File: src/rtl/fpga_pkg.sv
// ---------------------------------------------------------------------------
// fpga_pkg
//
// Shared AXI-Lite definitions for the FPGA codebase: the request/response
// structs used by AXI-Lite slaves, the response codes, and a helper that
// evaluates the privileged/secure protection qualifiers of an access.
//
// Contents:
//   AXI_LITE_ADDR_W / AXI_LITE_DATA_W  default struct field widths
//   axi_resp_t, RESP_OKAY, RESP_SLVERR response type and codes
//   axi_lite_req_t                     master -> slave (AW, W, B ready, AR, R ready)
//   axi_lite_resp_t                    slave -> master (AW/W/AR ready, B, R)
//   prot_ok()                          protection qualifier check
// ---------------------------------------------------------------------------
package fpga_pkg;

  localparam int unsigned AXI_LITE_ADDR_W = 32;
  localparam int unsigned AXI_LITE_DATA_W = 32;
  localparam int unsigned AXI_LITE_STRB_W = AXI_LITE_DATA_W / 8;

  typedef logic [1:0] axi_resp_t;

  localparam axi_resp_t RESP_OKAY   = 2'b00;
  localparam axi_resp_t RESP_SLVERR = 2'b10;

  typedef struct packed {
    logic [AXI_LITE_ADDR_W-1:0] aw_addr;
    logic [2:0]                 aw_prot;
    logic                       aw_valid;
    logic [AXI_LITE_DATA_W-1:0] w_data;
    logic [AXI_LITE_STRB_W-1:0] w_strb;
    logic                       w_valid;
    logic                       b_ready;
    logic [AXI_LITE_ADDR_W-1:0] ar_addr;
    logic [2:0]                 ar_prot;
    logic                       ar_valid;
    logic                       r_ready;
  } axi_lite_req_t;

  typedef struct packed {
    logic                       aw_ready;
    logic                       w_ready;
    axi_resp_t                  b_resp;
    logic                       b_valid;
    logic                       ar_ready;
    logic [AXI_LITE_DATA_W-1:0] r_data;
    axi_resp_t                  r_resp;
    logic                       r_valid;
  } axi_lite_resp_t;

  // prot[0] set marks a privileged access, prot[1] clear marks a secure one.
  function automatic logic prot_ok(input logic [2:0] prot,
                                   input logic       priv_only,
                                   input logic       secu_only);
    return (!priv_only || prot[0]) && (!secu_only || !prot[1]);
  endfunction

endpackage

File: src/rtl/axi_lite_regfile_chan_reg.sv
// ---------------------------------------------------------------------------
// axi_lite_regfile_chan_reg
//
// One-entry valid/ready output register used for the B and R channels of the
// register file. A new beat is accepted while the register is empty or is
// being drained in the same cycle, so back-to-back responses run at full rate.
// Payload is held stable while out_valid is high and out_ready is low.
//
// Ports:
//   clk_i      clock
//   rst_ni     asynchronous active-low reset (drops any held beat)
//   in_valid   producer has a beat to store
//   in_ready   register can take a beat this cycle
//   in_data    beat payload
//   out_valid  beat held for the consumer
//   out_ready  consumer takes the held beat
//   out_data   held payload
// ---------------------------------------------------------------------------
module axi_lite_regfile_chan_reg #(
  parameter int unsigned DataWidth = 2
) (
  input  logic                 clk_i,
  input  logic                 rst_ni,
  input  logic                 in_valid,
  output logic                 in_ready,
  input  logic [DataWidth-1:0] in_data,
  output logic                 out_valid,
  input  logic                 out_ready,
  output logic [DataWidth-1:0] out_data
);

  logic                 valid_reg;
  logic [DataWidth-1:0] data_reg;

  assign in_ready  = !valid_reg || out_ready;
  assign out_valid = valid_reg;
  assign out_data  = data_reg;

  always_ff @(posedge clk_i or negedge rst_ni) begin
    if (!rst_ni) begin
      valid_reg <= 1'b0;
      data_reg  <= '0;
    end else if (in_valid && in_ready) begin
      valid_reg <= 1'b1;
      data_reg  <= in_data;
    end else if (out_ready) begin
      valid_reg <= 1'b0;
    end
  end

endmodule

File: src/rtl/axi_lite_regfile.sv
// ---------------------------------------------------------------------------
// axi_lite_regfile
//
// AXI-Lite slave exposing RegNumBytes byte registers. Byte i lives at byte
// address i; accesses are word based (AxiDataWidth/8 bytes, address aligned
// down). Individual bytes may be read-only over AXI, and every byte can be
// loaded from the fabric side through reg_load_i/reg_d_i, which wins over AXI
// writes: a write touching a byte being loaded is held off until the load
// bit drops.
//
// Optional feature: define AXI_LITE_REGFILE_PROT_CHECK_EN to enforce the
// PrivProtOnly / SecuProtOnly qualifiers (failing accesses answer SLVERR).
// Without the macro the prot fields are ignored.
//
// Ports:
//   clk_i        clock
//   rst_ni       asynchronous active-low reset
//   axi_req_i    AXI-Lite request struct
//   axi_resp_o   AXI-Lite response struct
//   wr_active_o  per byte, high in the cycle an AXI write updates the byte
//   rd_active_o  per byte, high in the cycle an AXI read samples the byte
//   reg_d_i      fabric load data, one byte per register
//   reg_load_i   fabric load strobe, one bit per register
//   reg_q_o      current register contents
// ---------------------------------------------------------------------------
module axi_lite_regfile
  import fpga_pkg::*;
#(
  parameter int unsigned              RegNumBytes  = 32,
  parameter int unsigned              AxiAddrWidth = 32,
  parameter int unsigned              AxiDataWidth = 32,
  parameter logic [RegNumBytes-1:0]   AxiReadOnly  = '0,
  parameter logic [RegNumBytes*8-1:0] RegRstVal    = '0,
  parameter bit                       PrivProtOnly = 1'b0,
  parameter bit                       SecuProtOnly = 1'b0,
  parameter type                      req_lite_t   = axi_lite_req_t,
  parameter type                      resp_lite_t  = axi_lite_resp_t
) (
  input  logic                         clk_i,
  input  logic                         rst_ni,
  input  req_lite_t                    axi_req_i,
  output resp_lite_t                   axi_resp_o,
  output logic [RegNumBytes-1:0]       wr_active_o,
  output logic [RegNumBytes-1:0]       rd_active_o,
  input  logic [RegNumBytes-1:0][7:0]  reg_d_i,
  input  logic [RegNumBytes-1:0]       reg_load_i,
  output logic [RegNumBytes-1:0][7:0]  reg_q_o
);

  localparam int unsigned StrbWidth = AxiDataWidth / 8;
  localparam int unsigned AddrShift = $clog2(StrbWidth);
  localparam int unsigned WordIdxW  = AxiAddrWidth - AddrShift;
  localparam int unsigned NumWords  = (RegNumBytes + StrbWidth - 1) / StrbWidth;
  localparam int unsigned RDataW    = AxiDataWidth + 2;

  typedef logic [WordIdxW-1:0] word_idx_t;

  // Handshakes are held off until the first edge after reset release so that
  // ready stays low for the whole reset interval.
  logic                          out_en_reg;
  logic [RegNumBytes-1:0][7:0]   reg_q_reg;

  // -------------------------------------------------------------------------
  // Protection check
  // -------------------------------------------------------------------------
  logic aw_prot_fail;
  logic ar_prot_fail;

`ifdef AXI_LITE_REGFILE_PROT_CHECK_EN
  assign aw_prot_fail = !prot_ok(axi_req_i.aw_prot, PrivProtOnly, SecuProtOnly);
  assign ar_prot_fail = !prot_ok(axi_req_i.ar_prot, PrivProtOnly, SecuProtOnly);
`else
  assign aw_prot_fail = 1'b0;
  assign ar_prot_fail = 1'b0;
  logic unused_prot;
  assign unused_prot = ^{axi_req_i.aw_prot, axi_req_i.ar_prot, PrivProtOnly, SecuProtOnly};
`endif

  // -------------------------------------------------------------------------
  // Write decode
  // -------------------------------------------------------------------------
  word_idx_t               aw_word;
  logic [StrbWidth-1:0]    w_strb;
  logic [AxiDataWidth-1:0] w_data;
  logic                    aw_in_range;
  logic [RegNumBytes-1:0]  wr_sel;
  logic [RegNumBytes-1:0]  wr_en;
  logic                    wr_any_writable;
  logic                    wr_err;
  logic                    wr_stall;
  logic                    wr_req;
  logic                    wr_hs;
  logic                    b_in_ready;
  logic                    b_valid;
  axi_resp_t               b_resp;

  assign aw_word     = axi_req_i.aw_addr[AxiAddrWidth-1:AddrShift];
  assign w_strb      = axi_req_i.w_strb;
  assign w_data      = axi_req_i.w_data;
  assign aw_in_range = (aw_word < word_idx_t'(NumWords));

  // A byte is selected when its word is addressed and its lane is strobed;
  // bytes past RegNumBytes simply have no entry here.
  for (genvar gi = 0; gi < RegNumBytes; gi++) begin : g_wr_dec
    localparam int unsigned Lane = gi % StrbWidth;
    localparam int unsigned Word = gi / StrbWidth;
    assign wr_sel[gi] = (aw_word == word_idx_t'(Word)) && w_strb[Lane];
  end

  assign wr_any_writable = |(wr_sel & ~AxiReadOnly);

  // Any strobed lane that cannot be written (read-only or past the end of
  // the register space) counts toward the all-read-only error.
  assign wr_err = !aw_in_range || aw_prot_fail || ((|w_strb) && !wr_any_writable);

  assign wr_stall = |(wr_sel & reg_load_i);
  assign wr_req   = out_en_reg && axi_req_i.aw_valid && axi_req_i.w_valid && !wr_stall;
  assign wr_hs    = wr_req && b_in_ready;
  assign wr_en    = {RegNumBytes{wr_hs && !wr_err}} & wr_sel & ~AxiReadOnly;

  assign wr_active_o = wr_en;

  axi_lite_regfile_chan_reg #(
    .DataWidth (2)
  ) u_b_reg (
    .clk_i     (clk_i),
    .rst_ni    (rst_ni),
    .in_valid  (wr_req),
    .in_ready  (b_in_ready),
    .in_data   (wr_err ? RESP_SLVERR : RESP_OKAY),
    .out_valid (b_valid),
    .out_ready (axi_req_i.b_ready),
    .out_data  (b_resp)
  );

  // -------------------------------------------------------------------------
  // Read decode
  // -------------------------------------------------------------------------
  word_idx_t                            ar_word;
  logic                                 ar_in_range;
  logic                                 rd_err;
  logic                                 rd_req;
  logic                                 rd_hs;
  logic                                 r_in_ready;
  logic [RegNumBytes-1:0]               rd_sel;
  logic [NumWords*StrbWidth-1:0][7:0]   reg_pad;
  logic [AxiDataWidth-1:0]              rd_word_data;
  logic [RDataW-1:0]                    r_in_data;
  logic [RDataW-1:0]                    r_out_data;
  logic                                 r_valid;

  assign ar_word     = axi_req_i.ar_addr[AxiAddrWidth-1:AddrShift];
  assign ar_in_range = (ar_word < word_idx_t'(NumWords));
  assign rd_err      = !ar_in_range || ar_prot_fail;
  assign rd_req      = out_en_reg && axi_req_i.ar_valid;
  assign rd_hs       = rd_req && r_in_ready;

  for (genvar gi = 0; gi < RegNumBytes; gi++) begin : g_rd_dec
    localparam int unsigned Word = gi / StrbWidth;
    assign rd_sel[gi] = (ar_word == word_idx_t'(Word));
  end

  assign rd_active_o = {RegNumBytes{rd_hs && !rd_err}} & rd_sel;

  // Pad the register space up to whole words; the padding reads as zero.
  for (genvar gi = 0; gi < NumWords * StrbWidth; gi++) begin : g_pad
    if (gi < RegNumBytes) begin : g_reg
      assign reg_pad[gi] = reg_q_reg[gi];
    end else begin : g_zero
      assign reg_pad[gi] = 8'h00;
    end
  end

  always_comb begin
    rd_word_data = '0;
    for (int unsigned w = 0; w < NumWords; w++) begin
      if (ar_word == word_idx_t'(w)) begin
        rd_word_data = reg_pad[w*StrbWidth +: StrbWidth];
      end
    end
  end

  // Data is sampled from the register state before this edge's updates, so
  // a same-cycle write or load is not visible to the read.
  assign r_in_data = rd_err ? {RESP_SLVERR, {AxiDataWidth{1'b0}}}
                            : {RESP_OKAY, rd_word_data};

  axi_lite_regfile_chan_reg #(
    .DataWidth (RDataW)
  ) u_r_reg (
    .clk_i     (clk_i),
    .rst_ni    (rst_ni),
    .in_valid  (rd_req),
    .in_ready  (r_in_ready),
    .in_data   (r_in_data),
    .out_valid (r_valid),
    .out_ready (axi_req_i.r_ready),
    .out_data  (r_out_data)
  );

  // -------------------------------------------------------------------------
  // State
  // -------------------------------------------------------------------------
  always_ff @(posedge clk_i or negedge rst_ni) begin
    if (!rst_ni) begin
      out_en_reg <= 1'b0;
    end else begin
      out_en_reg <= 1'b1;
    end
  end

  // Fabric loads take priority; a conflicting AXI write never handshakes,
  // so the else-branch only sees bytes without a load.
  always_ff @(posedge clk_i or negedge rst_ni) begin
    if (!rst_ni) begin
      reg_q_reg <= RegRstVal;
    end else begin
      for (int unsigned i = 0; i < RegNumBytes; i++) begin
        if (reg_load_i[i]) begin
          reg_q_reg[i] <= reg_d_i[i];
        end else if (wr_en[i]) begin
          reg_q_reg[i] <= w_data[(i % StrbWidth)*8 +: 8];
        end
      end
    end
  end

  assign reg_q_o = reg_q_reg;

  // -------------------------------------------------------------------------
  // Response assembly
  // -------------------------------------------------------------------------
  always_comb begin
    axi_resp_o          = '0;
    axi_resp_o.aw_ready = wr_hs;
    axi_resp_o.w_ready  = wr_hs;
    axi_resp_o.b_valid  = b_valid;
    axi_resp_o.b_resp   = b_resp;
    axi_resp_o.ar_ready = rd_hs;
    axi_resp_o.r_valid  = r_valid;
    axi_resp_o.r_resp   = r_out_data[RDataW-1 -: 2];
    axi_resp_o.r_data   = r_out_data[AxiDataWidth-1:0];
  end

endmodule

File: config.mk
export PLATFORM = sky130hd
export DESIGN_NAME = axi_lite_regfile
export DESIGN_NICKNAME = d
export VERILOG_FILES = /design/src/rtl/fpga_pkg.sv /design/src/rtl/axi_lite_regfile_chan_reg.sv /design/src/rtl/axi_lite_regfile.sv
export SDC_FILE = /design/constraint.sdc
export NUM_CORES = 1
export LEC_CHECK = 0
export ABC_CLOCK_PERIOD_IN_PS = 2200
export BUFFER_PORTS_ARGS = -buffer_cell sky130_fd_sc_hd__buf_4
export CORE_AREA = 2 2 299 301
export CTS_CLUSTER_SIZE = 8
export DETAILED_ROUTE_END_ITERATION = 10
export DIE_AREA = 0 0 301 303
export GPL_TIMING_DRIVEN = 1
export SYNTH_ARGS = -nofsm -noshare
export SYNTH_HDL_FRONTEND = slang
export SYNTH_SLANG_ARGS = --single-unit
File: constraint.sdc
create_clock -name clk_i -period 2.2 [get_ports clk_i]
set_clock_uncertainty 0.2 [all_clocks]
set_input_delay 0.11 -clock clk_i [delete_from_list [all_inputs] [get_ports clk_i]]
set_output_delay 0.11 -clock clk_i [all_outputs]
set_load 0.05 [all_outputs]
==> metrics.csv <==
metric,value,unit
outcome,"complete, but fails checks",
violations,setup timing,
yosysTopAreaCellShare,44.6,%
startpoint_type,primary input,
power_switching,6.41,mW
drv_slew,0,
final_antenna_net_count,0,
fp.dieH,303,um
yosysTopAreaCell,dfrtp_1,
wl_met3,8980,um
viasPerCell,4.88,
cp_max_fo,7,
layout_min_cycle_time,2.77,ns
worst_pin_slew,0.518,ns
grt_overflow,0,
coreArea,88000,um2
rsz0062_at_grt,true,
wl,108000,um
cts_num_sinks,293,
htreeDepth,2,
dr_wl_met2,50900,um
die_w,301,um
area_delta_synth_final,110,%
io_buffers,749,
r2r_slack,-0.43,ns
dpl.hpwl,76200,um
drc,0,
synthDistinctLibCells,51,
grt_util_all_layers,22.7,%
yosysMostFrequentCell,nand2_1,
syn_inst,1730,
wl_per_cell,24.7,um
postSynth.asyncResetShare,100,%
max_slew_margin,65.1,%
required,1.89,ns
ys_top_cells_by_count,"nand2_1 (319), dfrtp_1 (293), mux2i_1 (258)",
hold_path.class,primary input to flop,
syn_avg_cell_area,9.51,um2
drive_gt1_share,39.6,%
syn-cell-area,16400,um2
p_int,11.8,mW
m1WireLength,41400,um
endpoint_kind,output port,
rows,109,
io_pins,762,
finalPower,18.2,mW
clk_transition_reported_paths,0.05,ns
maxCapViolations,0,
cts_buffers,44,
max_freq,0.361,GHz
routed.top_layer,met5,
critPathArrivalTime,2.46,ns
post-route-worst-setup-slack,-0.573,ns
start_util,18.7,%
clk_path_buf_depth,3,
yosysSeqAreaShare,44.6,%
p_leak,14.2,nW
grt_pass1_vias,22200,
antenna_found_initial,10,
irDropWorstVdd,509,uV
largest_reg_flops,256,
combPwrFrac,31.1,%
crit_type,primary input to output port,
synth-edff-count,0,
first_pass_iters,5,
finalCritPeriodShare,126,%
powerDensity,528,nW/um2
hold_viol,0,
setup_viol,322,
switching_share,35.2,%
synth_seq_cells,293,
p_seq_share,34.5,%
ys_warn_count,0,
pre_cts_ws,-0.728,ns
p_clk_share,34.3,%
fin_nets,3604,
grt_max_degree,73,
grt_pass1_wl,152000,um
finalWeightedCongestion,0.904,
drtIter0Drc,1763,
synthFlopType,dfrtp_1,
synth_area_leaders,"dfrtp_1 (45%), mux2i_1 (16%), nand2_1 (7.3%)",
vias,21400,
die_area,91200,um2
cts_root_buffer,clkbuf_16,
cts_tree,built,
insertion_delay,0.57,ns
## cell type report
cell class	count	area (um2)
Inverter	30	120
Tap cell	1165	1460
Sequential cell	293	7330
Clock inverter	3	21.3
Multi-Input combinational cell	1228	9160
Fill cell	8323	53400
Clock buffer	49	1150
Antenna cell	5	12.5
Timing Repair Buffer	1606	15300
## critical path: stages
cell and delay [ns]:
buf_4 0.12, or4_4 0.58, buf_6 0.15, or3_4 0.32, o211ai_1 0.35, buf_4 0.22
buf_12 0.15, buf_4 0.13, nor4_4 0.03, buf_6 0.14, buf_8 0.14
## final timing paths
| path | cells past startpoint | startpoint | to |
|---|---|---|---|
| min in group asynchronous | 4 | rst_ni | reg_q_o[67]$_DFFE_PN0P_ |
| max in group asynchronous | 4 | rst_ni | reg_q_o[247]$_DFFE_PN0P_ |
| worst max-delay path | 11 | axi_req_i[86] | wr_active_o[3] |
| worst min register to register | 2 | u_r_reg.out_data[23]$_DFFE_PN0P_ | u_r_reg.out_data[23]$_DFFE_PN0P_ |
| worst min-delay path | 7 | axi_req_i[9] | u_r_reg.out_data[9]$_DFFE_PN0P_ |
| worst max register to register | 11 | out_en_reg$_DFF_PN0_ | reg_q_o[241]$_DFFE_PN0P_ |
## power by group through the flow
| stage | sequential, mW | combinational, mW | clock [mW] |
|---|---|---|---|
| 3_3_place_gp | 6.33 | 4.59 | 0 |
| 5_1_grt | 6.33 | 5.93 | 6.54 |
| 6_report | 6.30 | 5.68 | 6.26 |
| 3_5_place_dp | 6.33 | 4.63 | 0 |
| 2_1_floorplan | 7.67 | 1.00 | 0 |
| 4_1_cts | 6.25 | 5.55 | 6.35 |
## cell families (layout without fill, tap and decap cells)
family / after synthesis / after routing / synth area share (%)
AND/OR/NAND/NOR: 511 / 511 / 14.5
AO/OA/AOI/OAI: 424 / 424 / 14.6
flip-flops: 293 / 293 / 44.6
multiplexers: 290 / 290 / 20.1
buffers and inverters: 210 / 1688 / 6.12
other: 2 / 8 / 0.0457
## layer usage
layer	vias up	global-route usage [%]
li1	9076	-
met4	8	12.7
met2	1322	37.8
met5	-	0
met3	424	5.44
met1	10500	27.0
## what timing repair did
action | in CTS | in global routing
gates cloned | 2 | 0
gates resized for setup | 349 | 108
hold buffers | 582 | 0
hold endpoints to repair | 552 | 0
pin swaps | 55 | 45
endpoints found under the setup margin | 323 | 323
buffers inserted | 61 | 21
## layout by cell type, fill, tap and decap left out, drive strengths merged, types with 2 or more instances in the layout
cell / netlist / routed
and3: 3 / 3
a221oi: 3 / 3
or2: 24 / 24
clkbuf: 108 / 49
diode: 0 / 5
nand2b: 6 / 6
o21ai: 316 / 316
nor4: 33 / 33
nor4b: 2 / 2
a2111oi: 3 / 3
a22oi: 7 / 7
nand2: 319 / 319
or3: 4 / 4
nor2: 38 / 38
and2: 5 / 5
clkinv: 0 / 2
dlygate4sd3: 0 / 581
a21oi: 27 / 27
conb: 2 / 3
buf: 72 / 1025
nor2b: 12 / 12
o221ai: 23 / 23
o22ai: 25 / 25
mux4: 32 / 32
inv: 30 / 30
nand3: 27 / 27
mux2i: 258 / 258
o211ai: 3 / 3
nand4: 11 / 11
nand3b: 2 / 2
a211oi: 13 / 13
dfrtp: 293 / 293
nor3: 22 / 22
## stage by stage
step / TNS (ns) / utilization, % / area (um2) / std cells / hold WS [ns]
after floorplan: -45.86 / - / 17000 / 1731 / -0.386
after global placement: -178.85 / 28.8 / 25300 / 3666 / -0.176
after detailed placement: -183.21 / 28.8 / 25300 / 3666 / -0.172
after CTS: -83.23 / 38.7 / 34000 / 4362 / 0.0501
after global routing: -128.17 / 39.3 / 34500 / 4376 / 0.152
final: -93.41 / 39.3 / 34500 / 4379 / 0.125
No activity file was read; power rests on OpenSTA's default activity.
